<file path="config.mk">
export PLATFORM = sky130hd
export DESIGN_NAME = keypad_scan
export DESIGN_NICKNAME = d
export VERILOG_FILES = /design/src/rtl/keypad_scan.sv
export SDC_FILE = /design/constraint.sdc
export NUM_CORES = 1
export LEC_CHECK = 0
export ABC_AREA = 1
export CORE_MARGIN = 3
export CORE_UTILIZATION = 40
export DETAILED_ROUTE_END_ITERATION = 10
export GPL_TIMING_DRIVEN = 0
export PLACE_DENSITY_LB_ADDON = 0.15
export SYNTH_ARGS = -nofsm -noshare
export SYNTH_HDL_FRONTEND = slang
export SYNTH_SLANG_ARGS = --single-unit
export TNS_END_PERCENT = 50
</file>
<file path="constraint.sdc">
create_clock -name clk -period 6.2 [get_ports clk]
set_input_delay 0.62 -clock clk [delete_from_list [all_inputs] [get_ports clk]]
set_output_delay 0.62 -clock clk [all_outputs]
set_load 0.01 [all_outputs]
</file>
<file path="src/rtl/keypad_scan.sv">
// 4x3 keypad scanner: walks an active-low column strobe, samples the synchronized
// rows once per column, and debounces the per-frame key code over DEB_SCANS frames.
module keypad_scan #(
  parameter int SCAN_DIV  = 1000,
  parameter int DEB_SCANS = 4
) (
  input  logic       clk,
  input  logic       rst,
  input  logic [3:0] row_n,
  output logic [2:0] col_n,
  output logic [3:0] key_value,
  output logic       key_valid,
  output logic       key_strobe
);
  localparam int DW = (SCAN_DIV > 1) ? $clog2(SCAN_DIV) : 1;
  localparam int CW = $clog2(DEB_SCANS + 1);

  typedef enum logic [1:0] {IDLE, CONFIRM, PRESSED, RELEASE} state_t;

  logic [3:0]    sync1_q, sync2_q;
  logic [DW-1:0] dwell_q;
  logic [1:0]    ptr_q;
  logic [3:0]    hits0_q, hits1_q;
  state_t        state_q, state_d;
  logic [3:0]    cand_q, cand_d;
  logic [CW-1:0] cnt_q, cnt_d, cnt_inc;
  logic [3:0]    kv_q, kv_d;
  logic          kvld_q, kvld_d, stb_q, stb_d;
  logic          last_dwell, frame_end;
  logic [3:0]    code;

  assign last_dwell = (dwell_q == DW'(SCAN_DIV - 1));
  assign frame_end  = last_dwell && (ptr_q == 2'd2);
  assign col_n      = ~(3'b001 << ptr_q);
  assign cnt_inc    = cnt_q + CW'(1);

  always_ff @(posedge clk) begin
    if (rst) begin
      sync1_q <= '1;
      sync2_q <= '1;
      dwell_q <= '0;
      ptr_q   <= 2'd0;
      hits0_q <= '0;
      hits1_q <= '0;
    end else begin
      sync1_q <= row_n;
      sync2_q <= sync1_q;
      if (last_dwell) begin
        dwell_q <= '0;
        ptr_q   <= (ptr_q == 2'd2) ? 2'd0 : ptr_q + 2'd1;
        if (ptr_q == 2'd0) hits0_q <= ~sync2_q;
        if (ptr_q == 2'd1) hits1_q <= ~sync2_q;
      end else begin
        dwell_q <= dwell_q + DW'(1);
      end
    end
  end

  // Column 2 is not stored: at frame-end its rows are read live from the synchronizer.
  always_comb begin
    int   nhit;
    logic hit;
    nhit = 0;
    hit  = 1'b0;
    code = 4'd0;
    for (int r = 0; r < 4; r++) begin
      for (int c = 0; c < 3; c++) begin
        hit = (c == 0) ? hits0_q[r] : (c == 1) ? hits1_q[r] : ~sync2_q[r];
        if (hit) begin
          nhit = nhit + 1;
          code = 4'(r * 3 + c + 1);
        end
      end
    end
    if (nhit != 1) code = 4'd0;
  end

  always_comb begin
    state_d = state_q;
    cand_d  = cand_q;
    cnt_d   = cnt_q;
    kv_d    = kv_q;
    kvld_d  = kvld_q;
    stb_d   = 1'b0;
    if (frame_end) begin
      case (state_q)
        IDLE: if (code != 4'd0) begin
          cand_d  = code;
          cnt_d   = CW'(1);
          state_d = CONFIRM;
        end
        CONFIRM: begin
          if (code == 4'd0) begin
            state_d = IDLE;
          end else if (code == cand_q) begin
            cnt_d = cnt_inc;
            if (cnt_inc == CW'(DEB_SCANS)) begin
              state_d = PRESSED;
              kv_d    = cand_q;
              kvld_d  = 1'b1;
              stb_d   = 1'b1;
            end
          end else begin
            cand_d = code;
            cnt_d  = CW'(1);
          end
        end
        PRESSED: if (code != cand_q) begin
          state_d = RELEASE;
          cnt_d   = CW'(1);
        end
        RELEASE: begin
          if (code == cand_q) begin
            state_d = PRESSED;
          end else begin
            cnt_d = cnt_inc;
            if (cnt_inc == CW'(DEB_SCANS)) begin
              state_d = IDLE;
              kv_d    = 4'd0;
              kvld_d  = 1'b0;
            end
          end
        end
        default: state_d = IDLE;
      endcase
    end
  end

  always_ff @(posedge clk) begin
    if (rst) begin
      state_q <= IDLE;
      cand_q  <= 4'd0;
      cnt_q   <= '0;
      kv_q    <= 4'd0;
      kvld_q  <= 1'b0;
      stb_q   <= 1'b0;
    end else begin
      state_q <= state_d;
      cand_q  <= cand_d;
      cnt_q   <= cnt_d;
      kv_q    <= kv_d;
      kvld_q  <= kvld_d;
      stb_q   <= stb_d;
    end
  end

  assign key_value  = kv_q;
  assign key_valid  = kvld_q;
  assign key_strobe = stb_q;
endmodule
</file>
Word-level counts from Yosys, hierarchy flattened
Cells that the tools add are included.
{"block": "op_classes", "n_addsub": 14, "n_mul": 0, "div_mod_pow": 0, "n_lt_le_gt_ge": 0, "n_eq_ne": 21, "shift": 1, "n_mux": 57, "bitwise": 5, "n_reduce_logical": 15}
{"operator": "$add A32 B2 Y32 const B", "n": 11}
{"operator": "$mux W32", "n": 11}
{"operator": "$mux W4", "n": 20}
{"operator": "$ne A32 B2 Y1 const B", "n": 1}
{"operator": "$mux W2", "n": 8}
{"operator": "$ne A2 B2 Y1 const B", "n": 8}
{"operator": "$pmux W4 S2", "n": 2}
{"operator": "$mux W3", "n": 5}
{"operator": "$pmux W3 S4", "n": 1}
{"operator": "$add A10 B1 Y10 const B", "n": 1}
{"operator": "$eq A10 B10 Y1 const B", "n": 1}
{"operator": "$reduce_and A5 Y1", "n": 2}
{"operator": "$ne A3 B3 Y1 const B", "n": 3}
{"operator": "$mux W1", "n": 8}
{"operator": "$pmux W2 S4", "n": 1}
{"operator": "$reduce_and A7 Y1", "n": 1}
{"operator": "$eq A2 B2 Y1 const B", "n": 3}
{"operator": "$reduce_and A6 Y1", "n": 1}
{"operator": "$reduce_or A5 Y1", "n": 1}
{"operator": "$eq A2 B1 Y1 const B", "n": 2}
{"operator": "$eq A4 B4 Y1", "n": 1}
{"operator": "$logic_not A2 Y1", "n": 2}
{"operator": "$logic_not A4 Y1", "n": 1}
{"operator": "$ne A4 B4 Y1", "n": 1}
{"operator": "other kinds (13)", "n": 17}
{"block": "word_totals", "register_bits": 43, "latch_bits": 0, "ram_bits": 0, "mem_bits_ro": 0, "in_bits": 6, "output_inout_bits": 9, "word_cells": 125, "memories": 0}

Longest topological paths before layout
Gate-level depths: netlist of run 1.
{"block": "depth", "word_depth": 29, "mapped_depth": 51}

Least setup slack after synthesis of run 1
Ideal clock, no wire load.
{"block": "synth_path", "path_type": "register -> register", "start": "register hits0_q[0]", "end": "register kv_q[0], in the netlist key_value[0]", "setup_ns": 0.131, "t_arrival_ns": 6.034, "slack_ns": 0.035, "path_stages_with_launch": 46, "path_cell_list": "dfxtp_1 inv_1 ha_1 inv_1 nand2_2 nand2_1 ha_1 nand2_1 nand2_1 ha_1 or2_1 nand2_1 inv_1 ha_1 nand2_1 nand2_1 ha_1 nand2_1 [10 not listed] ha_1 o21ai_0 inv_1 ha_1 nor2_1 nand2_1 nand2_1 nand3_4 nor2_8 nand2_2 nand2_1 nand2_2 nor2_4 nand2_4 a21oi_4 nand2_2 nand2_1 a21oi_1"}
{"block": "synth_between", "elab_chain_cells": 28, "word_cells_on_any_way": 43, "classes_between": "11 x add/sub; 5 x eq/ne; 25 x mux; 2 x reduce/logical"}
{"element": "start, declared", "line_no": "23", "source": "logic [3:0] hits0_q, hits1_q;"}
{"element": "start signal, assigned", "line_no": "51", "source": "if (ptr_q == 2'd0) hits0_q <= ~sync2_q;"}
{"element": "$mux W1", "line_no": "69", "source": "if (hit) begin"}
{"element": "$add A32 B2 Y32", "line_no": "70", "source": "nhit = nhit + 1;"}
{"element": "$mux W32", "line_no": "69"}
{"element": "$add A32 B2 Y32", "line_no": "70"}
{"element": "$mux W32", "line_no": "69"}
{"element": "$add A32 B2 Y32", "line_no": "70"}
{"element": "$mux W32", "line_no": "69"}
{"element": "$add A32 B2 Y32", "line_no": "70"}
{"element": "[12 not listed]"}
{"element": "$mux W32", "line_no": "69"}
{"element": "$add A32 B2 Y32", "line_no": "70"}
{"element": "$mux W32", "line_no": "69"}
{"element": "$ne A32 B2 Y1", "line_no": "75", "source": "if (nhit != 1) code = 4'd0;"}
{"element": "$mux W4 (*)", "line_no": "75"}
{"element": "$eq A4 B4 Y1 / $logic_not A4 Y1 (equally long branches)", "line_no": "95, 113, 93"}
{"element": "$ne A2 B2 Y1 (no line)"}
{"element": "$reduce_and A7 Y1 (no line) (*)"}
{"element": "end signal, assigned", "line_no": "141", "source": "kv_q <= kv_d;"}
{"element": "end, declared", "line_no": "27", "source": "logic [3:0] kv_q, kv_d;"}
Every way passes the cells marked *; elsewhere a longest branch is shown, timed or not.
A chain may end at the register's enable or synchronous reset.

Final worst setup path of run 1
{"block": "layout_path", "start": "register hits1_q[0]", "end": "register cnt_q[2]"}
{"block": "layout_between", "elab_chain_cells": 27, "word_cells_on_any_way": 46, "classes_between": "10 x add/sub; 7 x eq/ne; 26 x mux; 3 x reduce/logical"}
{"element": "start, declared", "line_no": "23"}
{"element": "start signal, assigned", "line_no": "52", "source": "if (ptr_q == 2'd1) hits1_q <= ~sync2_q;"}
{"element": "$mux W32", "line_no": "69"}
{"element": "$add A32 B2 Y32", "line_no": "70"}
{"element": "$mux W32", "line_no": "69"}
{"element": "$add A32 B2 Y32", "line_no": "70"}
{"element": "$mux W32", "line_no": "69"}
{"element": "$add A32 B2 Y32", "line_no": "70"}
{"element": "$mux W32", "line_no": "69"}
{"element": "$add A32 B2 Y32", "line_no": "70"}
{"element": "[11 not listed]"}
{"element": "$add A32 B2 Y32", "line_no": "70"}
{"element": "$mux W32", "line_no": "69"}
{"element": "$ne A32 B2 Y1", "line_no": "75"}
{"element": "$mux W4 (*)", "line_no": "75"}
{"element": "$eq A4 B4 Y1", "line_no": "95, 113"}
{"element": "$mux W3", "line_no": "95", "source": "end else if (code == cand_q) begin"}
{"element": "$mux W3", "line_no": "93", "source": "if (code == 4'd0) begin"}
{"element": "$pmux W3 S4", "line_no": "86", "source": "case (state_q)"}
{"element": "end signal, assigned", "line_no": "140", "source": "cnt_q <= cnt_d;"}
{"element": "end, declared", "line_no": "26", "source": "logic [CW-1:0] cnt_q, cnt_d, cnt_inc;"}
Every way passes the cells marked *; elsewhere a longest branch is shown, timed or not. The select of a mux whose other input is x is not followed.

==> results of run 1 <==
-- sequential cells by signal, indices dropped and copies added (netlist names) --
name / count
dwell_q: 10
cnt_q: 3
ptr_q: 2
sync2_q: 4
state_q: 2
sync1_q: 4
key_value: 4
cand_q: 4
hits0_q: 4
key_strobe: 1
hits1_q: 4
key_valid: 1
-- repair_timing --
item / 4_1_cts / 5_1_grt
gates cloned: 1 / 0
buffers inserted: 74 / 15
pin swaps: 41 / 63
endpoints found under the setup margin: 15 / 15
resized for setup: 34 / 65
-- layout make-up --
class | count | area [um2]
plain buffers | 5 | 20.0
clock buffers | 5 | 68.8
clock inverters | 3 | 20.0
fillers | 743 | 3190
inverters | 88 | 343
multi-input cells | 385 | 2450
flip-flops and latches | 43 | 868
well taps | 102 | 128
repair buffers | 94 | 756
-- path summary, 6_finish.rpt --
path	startpoint	to	slack, ns
setup / recovery	hits1_q[0]	cnt_q[2]	-0.008
hold / removal	sync1_q[0]	sync2_q[0]	0.41
setup reg to reg	hits1_q[0]	cnt_q[2]	-0.008
hold reg to reg	sync1_q[0]	sync2_q[0]	0.41
-- critical path, delay by kind of cell (launching register included) --
family | cells | cell delay (ns)
compound gates | 2 | 0.31
xor+xnor | 1 | 0.14
fa+ha+maj | 9 | 2.14
buf+inv | 10 | 0.64
flops | 1 | 0.39
simple gates | 28 | 2.46
-- logic make-up after synthesis --
logic type	Yosys count	share of synthesized area
AND/OR/NAND/NOR	311	0.477
buffers and inverters	93	0.106
AO/OA/AOI/OAI	56	0.0934
flip-flops	43	0.261
adder cells (fa/ha/maj)	15	0.0570
XOR/XNOR	2	0.00532
-- synthesized netlist by cell type, types with 9 or more instances --
| master | number | area, um2 |
|---|---|---|
| or2_2 | 11 | 68.8 |
| ha_1 | 15 | 188 |
| inv_1 | 76 | 285 |
| nand3_1 | 41 | 205 |
| nand2_2 | 26 | 163 |
| nand2_1 | 138 | 518 |
| nand3_2 | 12 | 120 |
| inv_2 | 12 | 45.0 |
| a21oi_1 | 27 | 135 |
| dfxtp_1 | 43 | 861 |
| o21ai_0 | 21 | 105 |
| nor2_1 | 43 | 161 |
| nand4_1 | 9 | 56.3 |
-- metal layers --
metal	track usage	vias to the layer above	part of all wire
met3	0.0288	37	0.033
li1	-	1860	-
met2	0.330	80	0.52
met4	0.0767	0	0.045
met1	0.213	1704	0.41
met5	0	-	0
-- power groups by stage --
stage	clock network (uW)	registers [uW]	logic [uW]
finish	178	282	125
global route	199	283	138
CTS	189	283	101
detailed placement	0	290	66.7
global placement	0	289	65.3
floorplan	0	289	51.7
-- per-stage QoR --
stage | TNS, ns | hold WS (ns) | setup WS (ns) | utilization
after global placement | -7.43 | 0.392 | -0.554 | 0.454
after CTS | 0 | 0.415 | 0.00525 | 0.552
after detailed placement | -8.66 | 0.393 | -0.652 | 0.454
after floorplan | 0 | 0.389 | 0.0349 | -
final | -0.0163 | 0.413 | -0.00794 | 0.593
after global routing | -4.99 | 0.435 | -0.403 | 0.593
==> results.json, run 1 <==
{
  "numCtsBuffers": 5,
  "worst_slew_pin_slew_ns": 0.572,
  "power.density_mw_per_mm2": 126,
  "final_cell_mix": "nand2_1 (104), buf_4 (76), inv_1 (70), nand2_2 (51), nor2_1 (42)",
  "layout-area-overhead-vs-synth_pct": 41.2,
  "drt_iter0_markers": 174,
  "timing.fmax_mhz": 161,
  "yosys_warnings": 0,
  "track_usage": 0.183,
  "ff2ff_path_depth": 50,
  "p_seq_frac": 0.483,
  "cp_max_fo": 5,
  "finalNonFillerCells": 725,
  "clkPwrFrac": 0.304,
  "diodes": 0,
  "outcome": "finished with violations",
  "row_count": 32,
  "async_reset_ff_frac": 0,
  "relSlewSlack": 0.619,
  "violations": "negative setup slack",
  "placedCellCount": 636,
  "drive_above_1_share": 0.380,
  "end_kind": "flip-flop",
  "hold_class": "reg -> reg",
  "core-area_mm2": 0.00785,
  "drc": 0,
  "slowest_delay_ns": 0.39,
  "die_height_um": 96.8,
  "io_buffer_count": 14,
  "viasPerCell": 5.08,
  "p_sw_frac": 0.289,
  "total_power_uw": 585,
  "cts_tree": "done",
  "ant_nets": 0,
  "antenna_found_initial": 0,
  "die_width_um": 96.8,
  "whs_path_depth": 1,
  "final_common_cell": "nand2_1",
  "clock_skew_ns": 0.00523,
  "routed_wl_um": 9320,
  "crit_path_frequent_cell": "nand2_2",
  "vias": 3681,
  "nets": 643,
  "syn_inst": 520,
  "fin_crit_ns": 6.21,
  "placed_area_mm2": 0.00356,
  "clock_sinks": 43,
  "layout_setup_ws_ns": -0.00794,
  "wire_per_inst_um": 12.9,
  "cts-htree-levels": 2,
  "cp.arrival_ns": 6.41,
  "syn_area_mm2": 0.00329,
  "hold_buffers": 0,
  "setup_violations": 3,
  "post-route-period-util": 1.00,
  "maxSlewViolCount": 0,
  "grt_max_degree": 15,
  "grt_pass1_wl_um": 14700,
  "leakagePower_uw": 0.00221,
  "synthFlopType": "dfxtp_1",
  "ys_seq_area_frac": 0.261,
  "clk-insertion-delay-late_ns": 0.29,
  "gp_congestion": 0.826,
  "cp_slowest_cell": "dfxtp_4",
  "worstSetupPathType": "reg -> reg",
  "max_cap_viol_count": 0,
  "initial_utilization": 0.420,
  "startpoint_type": "flip-flop",
  "ir_worst_vdd_uv": 147,
  "grt_setup_unrepaired": "true",
  "synth_nets": 541,
  "intPower_uw": 416,
  "grt_pass1_vias": 3398,
  "overflow": 0,
  "hold_viol_final": 0,
  "net-switching-power_uw": 169,
  "ys_types": 34,
  "root_buffer": "clkbuf_8",
  "hpwl_um": 5350,
  "final_area_mm2": 0.00465,
  "synth-edff-count": 0,
  "ios": 15,
  "clock_path_buffers": 2,
  "clkTransAtPathRegs_ns": 0.09,
  "required_ns": 6.40,
  "dieArea_mm2": 0.00936,
  "synth.avg_cell_area_um2": 6.34,
  "ys_ff_latch": 43,
  "combPwrFrac": 0.213,
  "dr.pass1.iters": 5
}
Power figures use the tool's default switching activity.
==> run 2: changes to the inputs <==
- ABC_CLOCK_PERIOD_IN_PS: unset -> 6200
==> results of run 2 <==
The final DEF is identical to that of run 1; final timing and power are the same.
==> run 3: changes to the inputs <==
- CORE_MARGIN: 3 -> 1
==> run 3 against run 2 <==
  * The run now ends clean
  * Critical endpoint is now key_value[0]
  * Clock skew is 0.0027 ns higher
  * Largest power group unchanged
  * Total power is 5.9% higher
  * Hold slack hardly changed
==> results.json, run 3 (same netlist as run 1, synthesis figures left out) <==
{
  "crit_path_frequent_cell": "nand2_4",
  "outcome": "complete, no violations",
  "finalSetupTns_ns": 0,
  "layout-area-overhead-vs-synth_pct": 39.8,
  "clock_skew_ns": 0.00791,
  "largest_reg_flops": 10,
  "row_count": 32,
  "initial_utilization": 0.420,
  "timing.fmax_mhz": 161,
  "end_kind": "flip-flop",
  "root_buffer": "clkbuf_8",
  "cp_max_fo": 6,
  "numCtsBuffers": 5,
  "overflow": 0,
  "max_cap_viol_count": 0,
  "leakagePower_uw": 0.00216,
  "cts-htree-levels": 2,
  "worst_slew_pin_slew_ns": 0.556,
  "relSlewSlack": 0.628,
  "drt_iter0_markers": 170,
  "grt_max_degree": 16,
  "regMostFlops": "dwell_q",
  "clock_path_buffers": 2,
  "routed_wl_um": 8620,
  "die_height_um": 92.8,
  "ant_nets": 0,
  "clk-insertion-delay-late_ns": 0.30,
  "setup_violations": 0,
  "maxSlewViolCount": 0,
  "final_common_cell": "nand2_1",
  "antenna_found_initial": 0,
  "nets": 620,
  "grt_setup_unrepaired": "true",
  "gp_congestion": 0.862,
  "cp_slowest_cell": "dfxtp_2",
  "required_ns": 6.43,
  "dieArea_mm2": 0.00860,
  "holdWs_ns": 0.412,
  "ir_worst_vdd_uv": 216,
  "hold_class": "reg -> reg",
  "die_width_um": 92.8,
  "grt_pass1_vias": 3214,
  "wire_per_inst_um": 12.3,
  "cts_tree": "done",
  "viasPerCell": 4.97,
  "clock_sinks": 43,
  "core-area_mm2": 0.00785,
  "startpoint_type": "flip-flop",
  "io_buffer_count": 14,
  "post-route-period-util": 0.999,
  "final_cell_mix": "nand2_1 (97), inv_1 (70), buf_4 (53), nand2_2 (51), dfxtp_1 (40)",
  "hold_buffers": 0,
  "slowest_delay_ns": 0.36,
  "rrSetupSlack_ns": 0.006,
  "hold_viol_final": 0,
  "ios": 15,
  "power.density_mw_per_mm2": 135,
  "clkTransAtPathRegs_ns": 0.09,
  "cp.arrival_ns": 6.43,
  "track_usage": 0.199,
  "drive_above_1_share": 0.388,
  "vias": 3487,
  "grt_pass1_wl_um": 13900,
  "fin_crit_ns": 6.19,
  "drc": 0,
  "worstSetupPathType": "reg -> reg",
  "dr.pass1.iters": 5,
  "diodes": 0,
  "hpwl_um": 5240
}
==> run 3: changes by cell type in the layout (fill, tap and decap cells not counted), moves of 5 or more <==
cell	delta
nand2_1	-7
nand3_2	+8
nor2_1	-5
nand3_1	-7
nand2_4	+5
buf_4	-23
==> run 3: worst max-delay path: cells and delay by family (launching register included) <==
family | cells | cell delay [ns]
simple gates | 25 | 2.27
flops | 1 | 0.36
compound gates | 3 | 0.48
fa+ha+maj | 9 | 2.23
buf+inv | 8 | 0.78
==> run 3: area by class of cell <==
class | instances | area (um2)
Fill cell | 748 | 3240
Multi-Input combinational cell | 385 | 2560
Sequential cell | 43 | 865
Timing Repair Buffer | 71 | 583
Inverter | 88 | 335
Tap cell | 102 | 128
Clock buffer | 5 | 68.8
Clock inverter | 3 | 47.5
Buffer | 5 | 20.0
==> run 3: what timing repair did <==
item | in CTS | in global routing
gates resized for setup | 37 | 84
buffers inserted | 55 | 7
endpoints found under the setup margin | 15 | 15
pin swaps | 36 | 63
gates cloned | 1 | 0
endpoints found under the hold margin | 0 | 0
==> run 3: power breakdown <==
| group | leakage [uW] | internal, uW | switching [uW] | total [uW] |
|---|---|---|---|---|
| registers | 0.000349 | 280 | 3.23 | 283 |
| logic | 0.00176 | 48.4 | 62.6 | 111 |
| clock network | 0.0000587 | 122 | 103 | 225 |
==> run 3: metrics by stage <==
step / cell area (um2) / setup slack [ns] / utilization / total power [uW] / cells
floorplan: 3290 / 0.0349 / - / 341 / 520
global placement: 3560 / -0.560 / 0.454 / 355 / 636
detailed placement: 3560 / -0.632 / 0.454 / 356 / 636
CTS: 4250 / 0.000111 / 0.542 / 609 / 699
global route: 4600 / -0.378 / 0.587 / 649 / 702
finish: 4600 / 0.00642 / 0.587 / 620 / 702
==> run 3: final timing paths <==
path                   start      endpoint  cells after the start
hold / removal    sync1_q[2]    sync2_q[2]                      1
hold reg to reg   sync1_q[2]    sync2_q[2]                      1
setup / recovery  hits1_q[0]  key_value[0]                     45
setup reg to reg  hits1_q[0]  key_value[0]                     45
==> run 3: layer usage <==
metal	GRT usage	part of all wire
met5	0	0
met4	0.0718	0.024
met3	0.0246	0.026
met2	0.366	0.50
met1	0.235	0.45
